File: src/rtl/uart_telemetry_fsm.sv
// uart_telemetry_fsm: snapshots NUM_CH channel words and sends them as an 8N1 frame
// (header, MSB-first zero-extended payload bytes, mod-256 payload checksum).
module uart_telemetry_fsm #(
    parameter int         CLK_FREQ_HZ = 125_000_000,
    parameter int         BAUD        = 115_200,
    parameter int         NUM_CH      = 4,
    parameter int         CH_WIDTH    = 16,
    parameter logic [7:0] HEADER      = 8'hA5,
    parameter int         GAP_BITS    = 10
) (
    input  logic                       clk,
    input  logic                       reset,
    input  logic                       fsm_en,
    input  logic                       mode,
    input  logic                       start,
    input  logic [NUM_CH*CH_WIDTH-1:0] ch_data,
    output logic                       busy,
    output logic                       byte_done,
    output logic                       frame_done,
    output logic                       serial_tx
);
    localparam int CPB      = CLK_FREQ_HZ / BAUD;
    localparam int BPC      = (CH_WIDTH + 7) / 8;
    localparam int PW       = BPC * 8;
    localparam int NPAY     = NUM_CH * BPC;
    localparam int IW       = NPAY > 1 ? $clog2(NPAY) : 1;
    localparam int GAP_CLKS = GAP_BITS * CPB;
    localparam int CW       = GAP_CLKS > 1 ? $clog2(GAP_CLKS) : 1;

    typedef enum logic [2:0] {IDLE, HDR, PAYLOAD, CSUM, GAP} frame_t;
    typedef enum logic [1:0] {START, DATA, STOP} bit_t;

    frame_t          state, state_d;
    bit_t            phase, phase_d;
    logic [CW-1:0]   cnt;
    logic [2:0]      bit_idx;
    logic [IW-1:0]   byte_idx;
    logic [7:0]      shreg, csum, nxt_byte;
    logic [7:0]      pay_in [NPAY];
    logic [7:0]      snap   [NPAY];
    logic            in_byte, bit_end, byte_end, gap_end, last_pay, accept;

    // payload byte order: channel by channel, most significant byte first
    for (genvar c = 0; c < NUM_CH; c++) begin : g_ch
        logic [PW-1:0] w;
        assign w = PW'(ch_data[c*CH_WIDTH +: CH_WIDTH]);
        for (genvar k = 0; k < BPC; k++) begin : g_b
            assign pay_in[c*BPC+k] = w[(BPC-1-k)*8 +: 8];
        end
    end

    assign in_byte    = state inside {HDR, PAYLOAD, CSUM};
    assign bit_end    = in_byte && cnt == CW'(CPB - 1);
    assign byte_end   = bit_end && phase == STOP;
    assign gap_end    = state == GAP && cnt == CW'(GAP_CLKS - 1);
    assign last_pay   = byte_idx == IW'(NPAY - 1);
    // the end of GAP doubles as the idle decision so frames are exactly GAP_BITS apart
    assign accept     = (state == IDLE || gap_end) && fsm_en && (!mode || start);
    assign nxt_byte   = state == HDR ? snap[0] : snap[last_pay ? '0 : byte_idx + 1'b1];
    assign busy       = state != IDLE;
    assign byte_done  = byte_end;
    assign frame_done = byte_end && state == CSUM;
    assign serial_tx  = !in_byte || phase == STOP || (phase == DATA && shreg[0]);

    always_ff @(posedge clk or negedge reset) begin
        if (!reset) begin
            state <= IDLE;
            phase <= START;
        end else begin
            state <= state_d;
            phase <= phase_d;
        end
    end

    always_comb begin
        state_d = state;
        phase_d = phase;
        if (accept) begin
            state_d = HDR;
            phase_d = START;
        end else begin
            case (state)
                HDR:     if (byte_end) state_d = PAYLOAD;
                PAYLOAD: if (byte_end && last_pay) state_d = CSUM;
                CSUM:    if (byte_end) state_d = mode ? IDLE : GAP;
                GAP:     if (gap_end) state_d = IDLE;
                default: ;
            endcase
            if (bit_end)
                phase_d = phase == START ? DATA : phase == STOP ? START : bit_idx == 3'd7 ? STOP : DATA;
        end
    end

    always_ff @(posedge clk or negedge reset) begin
        if (!reset) begin
            cnt      <= '0;
            bit_idx  <= '0;
            byte_idx <= '0;
            shreg    <= '0;
            csum     <= '0;
            for (int i = 0; i < NPAY; i++) snap[i] <= '0;
        end else if (accept) begin
            snap     <= pay_in;
            shreg    <= HEADER;
            csum     <= '0;
            byte_idx <= '0;
            cnt      <= '0;
            bit_idx  <= '0;
        end else begin
            cnt <= (bit_end || gap_end || !(in_byte || state == GAP)) ? '0 : cnt + 1'b1;
            if (bit_end && phase == DATA) begin
                shreg   <= shreg >> 1;
                bit_idx <= bit_idx + 1'b1;
            end
            if (byte_end && state != CSUM) begin
                shreg <= (state == PAYLOAD && last_pay) ? csum : nxt_byte;
                if (!(state == PAYLOAD && last_pay)) csum <= csum + nxt_byte;
                if (state == PAYLOAD && !last_pay) byte_idx <= byte_idx + 1'b1;
            end
        end
    end
endmodule
File: config.mk
export PLATFORM = sky130hd
export DESIGN_NAME = uart_telemetry_fsm
export DESIGN_NICKNAME = d
export VERILOG_FILES = /design/src/rtl/uart_telemetry_fsm.sv
export SDC_FILE = /design/constraint.sdc
export NUM_CORES = 1
export LEC_CHECK = 0
export ABC_AREA = 1
export CORE_ASPECT_RATIO = 1.75
export CORE_MARGIN = 2
export CORE_UTILIZATION = 56
export DETAILED_ROUTE_END_ITERATION = 10
export GPL_ROUTABILITY_DRIVEN = 0
export PLACE_DENSITY = 0.81
export REMOVE_ABC_BUFFERS = 1
export SLEW_MARGIN = 20
export SYNTH_ARGS = -nofsm -noshare
export SYNTH_HDL_FRONTEND = slang
export SYNTH_SLANG_ARGS = --single-unit
File: constraint.sdc
create_clock -name clk -period 3.97 [get_ports clk]
set_clock_uncertainty 0.15 [all_clocks]
set_input_delay 0.397 -clock clk [delete_from_list [all_inputs] [get_ports clk]]
set_output_delay 0.397 -clock clk [all_outputs]
set_load 0.1 [all_outputs]
---- Word level (Yosys, flattened, before mapping) ----
Index checks and enable logic that the tools add are counted.
operators by class
  add/sub/neg operators ................... 4
  magnitude comparators ................... 1
  eq/ne operators ......................... 16
  mux-type cells .......................... 31
  bitwise gates (word level) .............. 1
  reductions and logical operators ........ 36
operators with widths
  operator                                                                 count
  8-bit two-way mux                                                        10
  3-bit two-way mux                                                        12
  14-bit two-way mux                                                       2
  8-bit binary-select mux with 3-bit select                                1
  14-bit by 1-bit adder with 14-bit output, second input constant          1
  14-bit by 11-bit == test with 1-bit output, second input constant        1
  14-bit == test, second input constant                                    1
  1-bit logical AND                                                        12
  3-bit case mux with 4 select lines                                       1
  2-bit two-way mux                                                        5
  3-bit == test, second input constant                                     3
  3-bit inequality test, second input constant                             3
  3-bit nonzero test                                                       3
  8-bit adder                                                              1
  2-bit nonzero test                                                       4
  1-bit logical OR                                                         7
  3-bit by 1-bit adder with 3-bit output, second input constant            2
  3-bit by 2-bit == test with 1-bit output, second input constant          2
  3-bit by 2-bit inequality test with 1-bit output, second input constant  2
  5-bit AND reduction                                                      1
  5-bit nonzero test                                                       1
  4-bit greater-or-equal comparator, second input constant                 1
  1-bit zero test                                                          4
  3-bit NOT with 4-bit output                                              1
  7 further kinds                                                          8
word-level totals
  bits in registers ....................... 105
  output and inout bits ................... 4
  logic and storage cells ................. 104

---- Longest topological paths before layout ----
  depth in word-level cells ............... 11
  depth in mapped cells ................... 20
  depth with buffers taken out ............ 19

---- Least setup slack after synthesis ----
No wires, ideal clock.
  path type ............................... reg-to-reg
  from .................................... register byte_idx[0]
  to ...................................... register csum[6]
  arrival ................................. 2.764 ns
  slack ................................... 0.980 ns
  cell stages (with the launch flop) ...... 17
  path through ............................ dfrtp_1 > ha_1 > ha_1 > nor2_1 > buf_2 > nand2_1 > nand3_1 > nand3_1 > nand3_1 > nand2_1 > fa_1 > o21ai_0 > nand2_1 > nand2_1 > a21oi_1 > xor2_1 > o21ai_1
on the way
  word-level cells in the longest chain between the ends .. 11
  elaborated cells between the ends (all ways) .. 15
ends and longest elaborated chain
  element                                                                  line    source
  start, declared                                                          37      logic [IW-1:0] byte_idx;
  start signal, assigned                                                   118     if (state == PAYLOAD && !last_pay) byte_idx <= byte_idx + 1'b1;
  3-bit by 1-bit adder with 3-bit output or 3-bit == test (tied branches)  59, 56
  3-bit two-way mux                                                        59      assign nxt_byte = state == HDR ? snap[0] : snap[last_pay ? '0 : byte_idx + 1'b1];
  3-bit NOT with 4-bit output                                              59
  8-bit binary-select mux with 3-bit select                                59
  8-bit two-way mux (3 in series)                                          59
  8-bit adder                                                              117     if (!(state == PAYLOAD && last_pay)) csum <= csum + nxt_byte;
  8-bit two-way mux                                                        117
  8-bit two-way mux                                                        115     if (byte_end && state != CSUM) begin
  8-bit two-way mux                                                        102     end else if (accept) begin
  end signal, assigned                                                     117
  end, declared                                                            38      logic [7:0] shreg, csum, nxt_byte;
Parallel ways exist; a longest one is shown, timed or not. The select of a mux whose other input is x is not followed.
A chain may end at the register's enable or synchronous reset.

---- Final worst setup path ----
Ends and elaborated chain as after synthesis.

==> flow_summary_export.csv <==
group,metric,value,unit
cells_and_area,instances_no_fill,972,
critical_path,critical_path.max_fanout,8,
critical_path,worstPathRequired,4.10,ns
cells_and_area,areaGrowthSynthToFinish,18.39,%
drt,vias_per_cell,5.318,
die,die_h,138.3,um
sta,fin_tns_setup,0,ns
logic_synthesis,ys_ff_latch,105,
critical_path,crit_path_cell_trace,"ha_1, ha_1, nor2_1, nand2_1, nand3_1, nand3_1, nand3_1, nand2_1, inv_1, ha_1, inv_1, fa_1, o21ai_0, nand2_1, nand2_1, a21oi_1, xor2_1, o21ai_1",
logic_synthesis,avgSynthCellArea,7.423,um2
grt,grt_start_max_net_pins,78,
grt,antenna_found_initial,0,
sta,finalSetupViolCount,0,
sta,setup_ws,0.4051,ns
critical_path,cp.arrival,3.70,ns
drt,ant_nets,0,
logic_synthesis,synth_edf_count,0,
cells_and_area,drive_above_1_share,0.07219,
grt,grt_pass1_wl,22.79,mm
cts,htreeDepth,3,
cells_and_area,antennaDiodeCount,0,
critical_path,critPathTopFamily,"simple AND/OR/NAND/NOR gates",
logic_synthesis,synth_area,5768,um2
critical_path,cp_common_cell,"nand2_1",
sta,hold_ws,0.03460,ns
drt,drtIter0Drc,418,
grt,grt_pass1_vias,5250,
placed_design,post-place-ws,0.2792,ns
cts,clk_pin_slew,0.07,ns
sta,hold_viol_final,0,
placed_design,io_buffers,72,
cts,clock_path_buffers,2,
min_path,hold_class,"in -> async",
logic_synthesis,synth_top_area_frac,0.4555,
logic_synthesis,yosysSeqAreaShare,0.4555,
pwr,ir_drop,239.5,uV
die,dieArea,11160,um2
cts,cts_buffers,9,
pwr,fin_total_pwr,2.069,mW
die,coreArea,10180,um2
logic_synthesis,synthCells,777,
drt,firstDrtPassIters,5,
critical_path,crit_path_end_kind,"flip-flop",
die,die_w,80.72,um
cts,cts-root-buf,"clkbuf_16",
sta,finalCritPeriodShare,0.8979,
pwr,p_leak,3.601,nW
flow_run,drv_cap,0,
grt,grt.total_usage,0.2579,
critical_path,cpPeakStageDelay,0.47,ns
critical_path,worst_path_max_delay_cell,"nor2_1",
grt,overflow,0,
cts,ctsHoldBuffers,0,
cts,cts_tree,"done",
cts,cts.sinks,105,
logic_synthesis,synthFlopType,"dfrtp_1",
die,start_util,0.5668,
critical_path,crit_path_start_kind,"flip-flop",
critical_path,worst-setup-path-type,"reg -> reg",
placed_design,hpwl,10.20,mm
sta,max_slew.worst_pin.slew,0.9705,ns
sta,clock.fmax,0.2805,GHz
drt,num_vias,5169,
drt,post_drt_wl_per_cell,13.80,um
logic_synthesis,yosysWarnings,0,
drt,wl,13.42,mm
critical_path,cp.buffers_inverters,2,
sta,rsz0062_at_grt,"no",
sta,report.final.slew_viol_count,0,
status,status,"completed",
logic_synthesis,ys_top_cells_by_area,"dfrtp_1, nand2_1, nand3_1, inv_1, ha_1",
cells_and_area,nets,924,
logic_synthesis,netlist-cell-type-count,40,
cts,insertion_delay,0.35,ns
drt,drc,0,
placed_design,dp_cells,956,
die,ios,73,
pwr,powerDensity,303.0,nW/um2
logic_synthesis,async_flop_share,1.000,
sta,slew_headroom,0.3510,
cells_and_area,fillCellCount,869,
logic_synthesis,yosys.area.top_type,"dfrtp_1",
die,rows,49,
sta,fin_crit,3.565,ns
per-stage QoR:
| step | instance area [um2] | utilization |
|---|---|---|
| after global placement | 6523 | 0.6409 |
| final | 6829 | 0.6710 |
| after CTS | 6827 | 0.6708 |
| after global routing | 6829 | 0.6710 |
| after detailed placement | 6523 | 0.6409 |
| after floorplan | 5605 | - |
area by class of cell:
| class | instances | area [um2] | area share |
|---|---|---|---|
| well taps | 127 | 158.9 | 0.02327 |
| flip-flops and latches | 105 | 2628 | 0.3848 |
| clock buffers | 10 | 239.0 | 0.03499 |
| clock inverters | 6 | 65.06 | 0.009527 |
| multi-input cells | 582 | 2735 | 0.4005 |
| inverters | 64 | 245.2 | 0.03591 |
| repair buffers | 78 | 758.2 | 0.1110 |
registers in the layout, indices dropped and copies added (netlist names):
register / cells
bit_idx: 3
byte_idx: 3
cnt: 14
csum: 8
phase: 2
shreg: 8
snap: 64
state: 3
layer usage:
metal / wire (um) / global-route usage / up-vias
met4: 343 / 0.1079 / 0
met1: 5028 / 0.2826 / 2432
met2: 7575 / 0.4781 / 147
li1: - / - / 2561
met3: 470 / 0.03851 / 29
met5: 0 / 0 / -
placed cells by master, fill, tap and decap left out, types with 7 or more instances in the layout:
cell type	n
nor3_1	7
or2_2	13
nor2_1	37
clkdlybuf4s50_1	69
inv_1	57
xor2_1	7
clkbuf_16	9
dfrtp_1	105
ha_1	14
nand2_1	344
nand3_1	91
a21oi_1	18
buf_4	9
o21ai_0	8
worst paths after layout:
kind,startpoint,to,slack (ns),cells after the start
hold reg to reg,shreg[4]$_DFFE_PN0P_,shreg[4]$_DFFE_PN0P_,0.33,2
max in group asynchronous,reset,shreg[3]$_DFFE_PN0P_,2.82,2
setup / recovery,byte_idx[0]$_DFFE_PN0P_,csum[6]$_DFFE_PN0P_,0.41,18
hold / removal,reset,state[2]$_DFFE_PN0P_,0.03,1
min in group clk,shreg[4]$_DFFE_PN0P_,shreg[4]$_DFFE_PN0P_,0.33,2
setup reg to reg,byte_idx[0]$_DFFE_PN0P_,csum[6]$_DFFE_PN0P_,0.41,18
what timing repair did:
| item | in CTS | in global routing |
|---|---|---|
| setup endpoints to repair | 0 | 1 |
| gates resized for setup | 0 | 1 |
| buffers inserted | 0 | 0 |
where the power goes:
group	internal, mW	leakage (nW)	switching [mW]
clock	0.509	0.149	0.403
sequential	1.07	1.37	0
combinational	0.0591	2.08	0.0297
total	1.64	3.60	0.433
logic make-up (layout without fill, tap and decap cells):
family,after synthesis,count (layout),synth area share
buffers and inverters,90,158,0.07072
adder cells (fa/ha/maj),15,15,0.03384
AO/OA/AOI/OAI,38,38,0.03601
XOR/XNOR,10,10,0.01519
AND/OR/NAND/NOR,519,519,0.3887
flip-flops,105,105,0.4555
cells in the mapped netlist, types with 2 or more instances:
cell type and number:
nor3b_1 2, nor2_1 37, nand2_2 2, nor2_4 2
nand3_1 91, xnor2_1 3, inv_2 4, clkinv_1 2
o21ai_0 8, buf_6 5, nor2_2 4, nand2_1 345
buf_2 16, nand4_1 5, xor2_1 7, a21boi_1 2
nand2_4 3, or2_2 13, o21ai_1 5, nor3_1 7
dfrtp_1 105, ha_1 14, a21oi_1 18, buf_4 2
clkbuf_1 3, inv_1 57, and3_1 2
Note: power is estimated with default switching activity, not from simulation.
==> patch: new RTL, same settings <==
Reset style: synchronous (`reset`), changed in 2 clocked blocks.
--- a/src/rtl/uart_telemetry_fsm.sv
+++ b/src/rtl/uart_telemetry_fsm.sv
@@ -63,5 +63,5 @@
     assign serial_tx  = !in_byte || phase == STOP || (phase == DATA && shreg[0]);
 
-    always_ff @(posedge clk or negedge reset) begin
+    always_ff @(posedge clk) begin
         if (!reset) begin
             state <= IDLE;
@@ -92,5 +92,5 @@
     end
 
-    always_ff @(posedge clk or negedge reset) begin
+    always_ff @(posedge clk) begin
         if (!reset) begin
             cnt      <= '0;
Check against the original RTL: differs if reset is asserted again (counterexample within 4 cycles, from zero or initial values and one cycle with reset low); with reset held inactive, the same outputs for 10 cycles.
==> patch against the unedited design <==
Final cell count decreased by 2.1%; non-clock buffer count rose by 1; utilization is 0.85 points higher; sequential cell count unchanged; design area down 6.4%; wire length decreased by 8.9%; worst setup slack worse by 62 ps; largest cell class unchanged; critical endpoint is now csum[7]; count of clock-buffer cells in the layout rose by 2; area after synthesis down 6.8%.
Power is not compared: it rests on default switching activity, and its combinational part moved more than twofold at a synthesized area within 25%.
==> patch: results (changes against the unedited design) <==
.. list-table::
   :header-rows: 1

   * - Metric
     - Value
   * - Via count of the first global-routing pass
     - 4792 (-8.7%)
   * - Wirelength, routed
     - 12.2 mm (-8.9%)
   * - Warning count from the yosys run
     - 0 (unchanged)
   * - Leakage power
     - 0.00262 uW
   * - Total Routing Usage GR
     - 0.241 (-0.0165)
   * - Async set-reset flop share out of synthesis
     - 0 (-1.00)
   * - Synth top area cells
     - dfxtp_1, nor2_1, nand2_1, o21ai_0, nand3_1
   * - Antenna diode count
     - 0 (unchanged)
   * - Post-synthesis cell type count
     - 41 (+2.5%)
   * - Synth area leader
     - dfxtp_1
   * - Maximum number of pins on one net before global-route repair
     - 84 (+7.7%)
   * - Clock Pin Slew Worst Setup and Hold Paths
     - 70 ps (about the same)
   * - Post-DP Area
     - 6100 um2 (-6.5%)
   * - Worst endpoint data arrival time
     - 3750 ps (+50 ps)
   * - Fraction of final layout cells sized beyond drive strength 1
     - 0.0880 (+0.0158)
   * - Kind of path behind the tightest hold check
     - reg -> reg
   * - Layout Nets
     - 910 (-1.5%)
   * - Worst-path fanout max
     - 17 (+9)
   * - Worst slew margin
     - 0.353 (+0.00181)
   * - Result of the run
     - finished, final reports clean
   * - Number of CTS-inserted buffers
     - 9 (unchanged)
   * - Post-CTS Repair Setup Buffers
     - 0 (unchanged)
   * - Wire length of the first global-routing pass
     - 20.6 mm (-9.6%)
   * - Ranking of synthesized cells by instance count
     - nor2_1, nand2_1, dfxtp_1, o21ai_0, nand3_1
   * - First-iteration detailed-routing DRC count
     - 266 (-36%)
   * - Sequential element share of the synthesized area
     - 0.391 (-0.0647)
   * - Vias after detailed routing
     - 5141 (-0.54%)
   * - Detailed Place HPWL
     - 9.11 mm (-11%)
[patch: cell types whose count changed in the layout (fill, tap and decap cells not counted), sizes merged, moves of 4 or more]
| cell | delta |
|---|---|
| a21oi | +29 |
| dfrtp | -105 |
| dfxtp | +105 |
| nand2 | -220 |
| nand3 | -19 |
| nand4 | +4 |
| nor2 | +114 |
| o21ai | +83 |
| or2 | -7 |
[patch: cell type report]
type | count | area [um2]
Clock buffer | 12 | 267
Clock inverter | 4 | 26.3
Fill cell | 838 | 3020
Inverter | 68 | 260
Multi-Input combinational cell | 562 | 2820
Sequential cell | 105 | 2100
Tap cell | 122 | 153
Timing Repair Buffer | 79 | 768
[patch: critical path: stages (launching register included)]
cell and delay [ps]:
dfxtp_1 380, ha_1 250, ha_1 280, nor2_2 590, nand2_1 120, nand3_1 120
nand3_1 70, nand3_1 110, nand2_1 70, inv_1 80, ha_1 250, a21oi_1 210
nand2_1 130, a21oi_1 270, inv_1 70, nand3_1 110, nand3_1 80, nor2b_1 140
nor2_1 80
[patch: path summary, 6_finish.rpt]
| path | start | cells past startpoint | endpoint | slack (ps) |
|---|---|---|---|---|
| setup reg to reg | byte_idx[0] | 18 | csum[7] | 340 |
| hold reg to reg | snap[21] | 2 | snap[21] | 310 |
| hold / removal | snap[21] | 2 | snap[21] | 310 |
| setup / recovery | byte_idx[0] | 18 | csum[7] | 340 |
[patch: cell families (layout without fill, tap and decap cells)]
kind of cell	Yosys count	in the layout	synth area share
and+or+nand+nor	386	386	0.324
AOI/OAI and AO/OA	148	148	0.141
DFF	105	105	0.391
buffers and inverters	103	163	0.0852
adders and majority gates	16	16	0.0386
xor gates and xnor gates	12	12	0.0195
[patch: per-stage QoR]
| step | worst slack (ps) | hold slack, ps | util | std cells |
|---|---|---|---|---|
| 2_1_floorplan | 562 | 279 | - | 735 |
| 3_3_place_gp | 561 | 298 | 0.648 | 936 |
| 3_5_place_dp | 423 | 305 | 0.648 | 936 |
| 4_1_cts | 356 | 315 | 0.680 | 952 |
| 5_1_grt | 1.61 | 342 | 0.680 | 952 |
| 6_report | 343 | 312 | 0.680 | 952 |
[patch: per-layer routing]
metal	global-route usage	wire (um)
met5	0	0
met4	0.108	357
met3	0.0318	411
met2	0.459	6700
met1	0.259	4750
[patch: power by group through the flow]
stage | Sequential (uW) | Clock [uW] | Combinational, uW
after floorplan | 1160 | 0 | 197
after global placement | 1170 | 0 | 309
after detailed placement | 1170 | 0 | 319
after CTS | 1150 | 861 | 321
after global routing | 1150 | 909 | 360
final | 1150 | 849 | 319
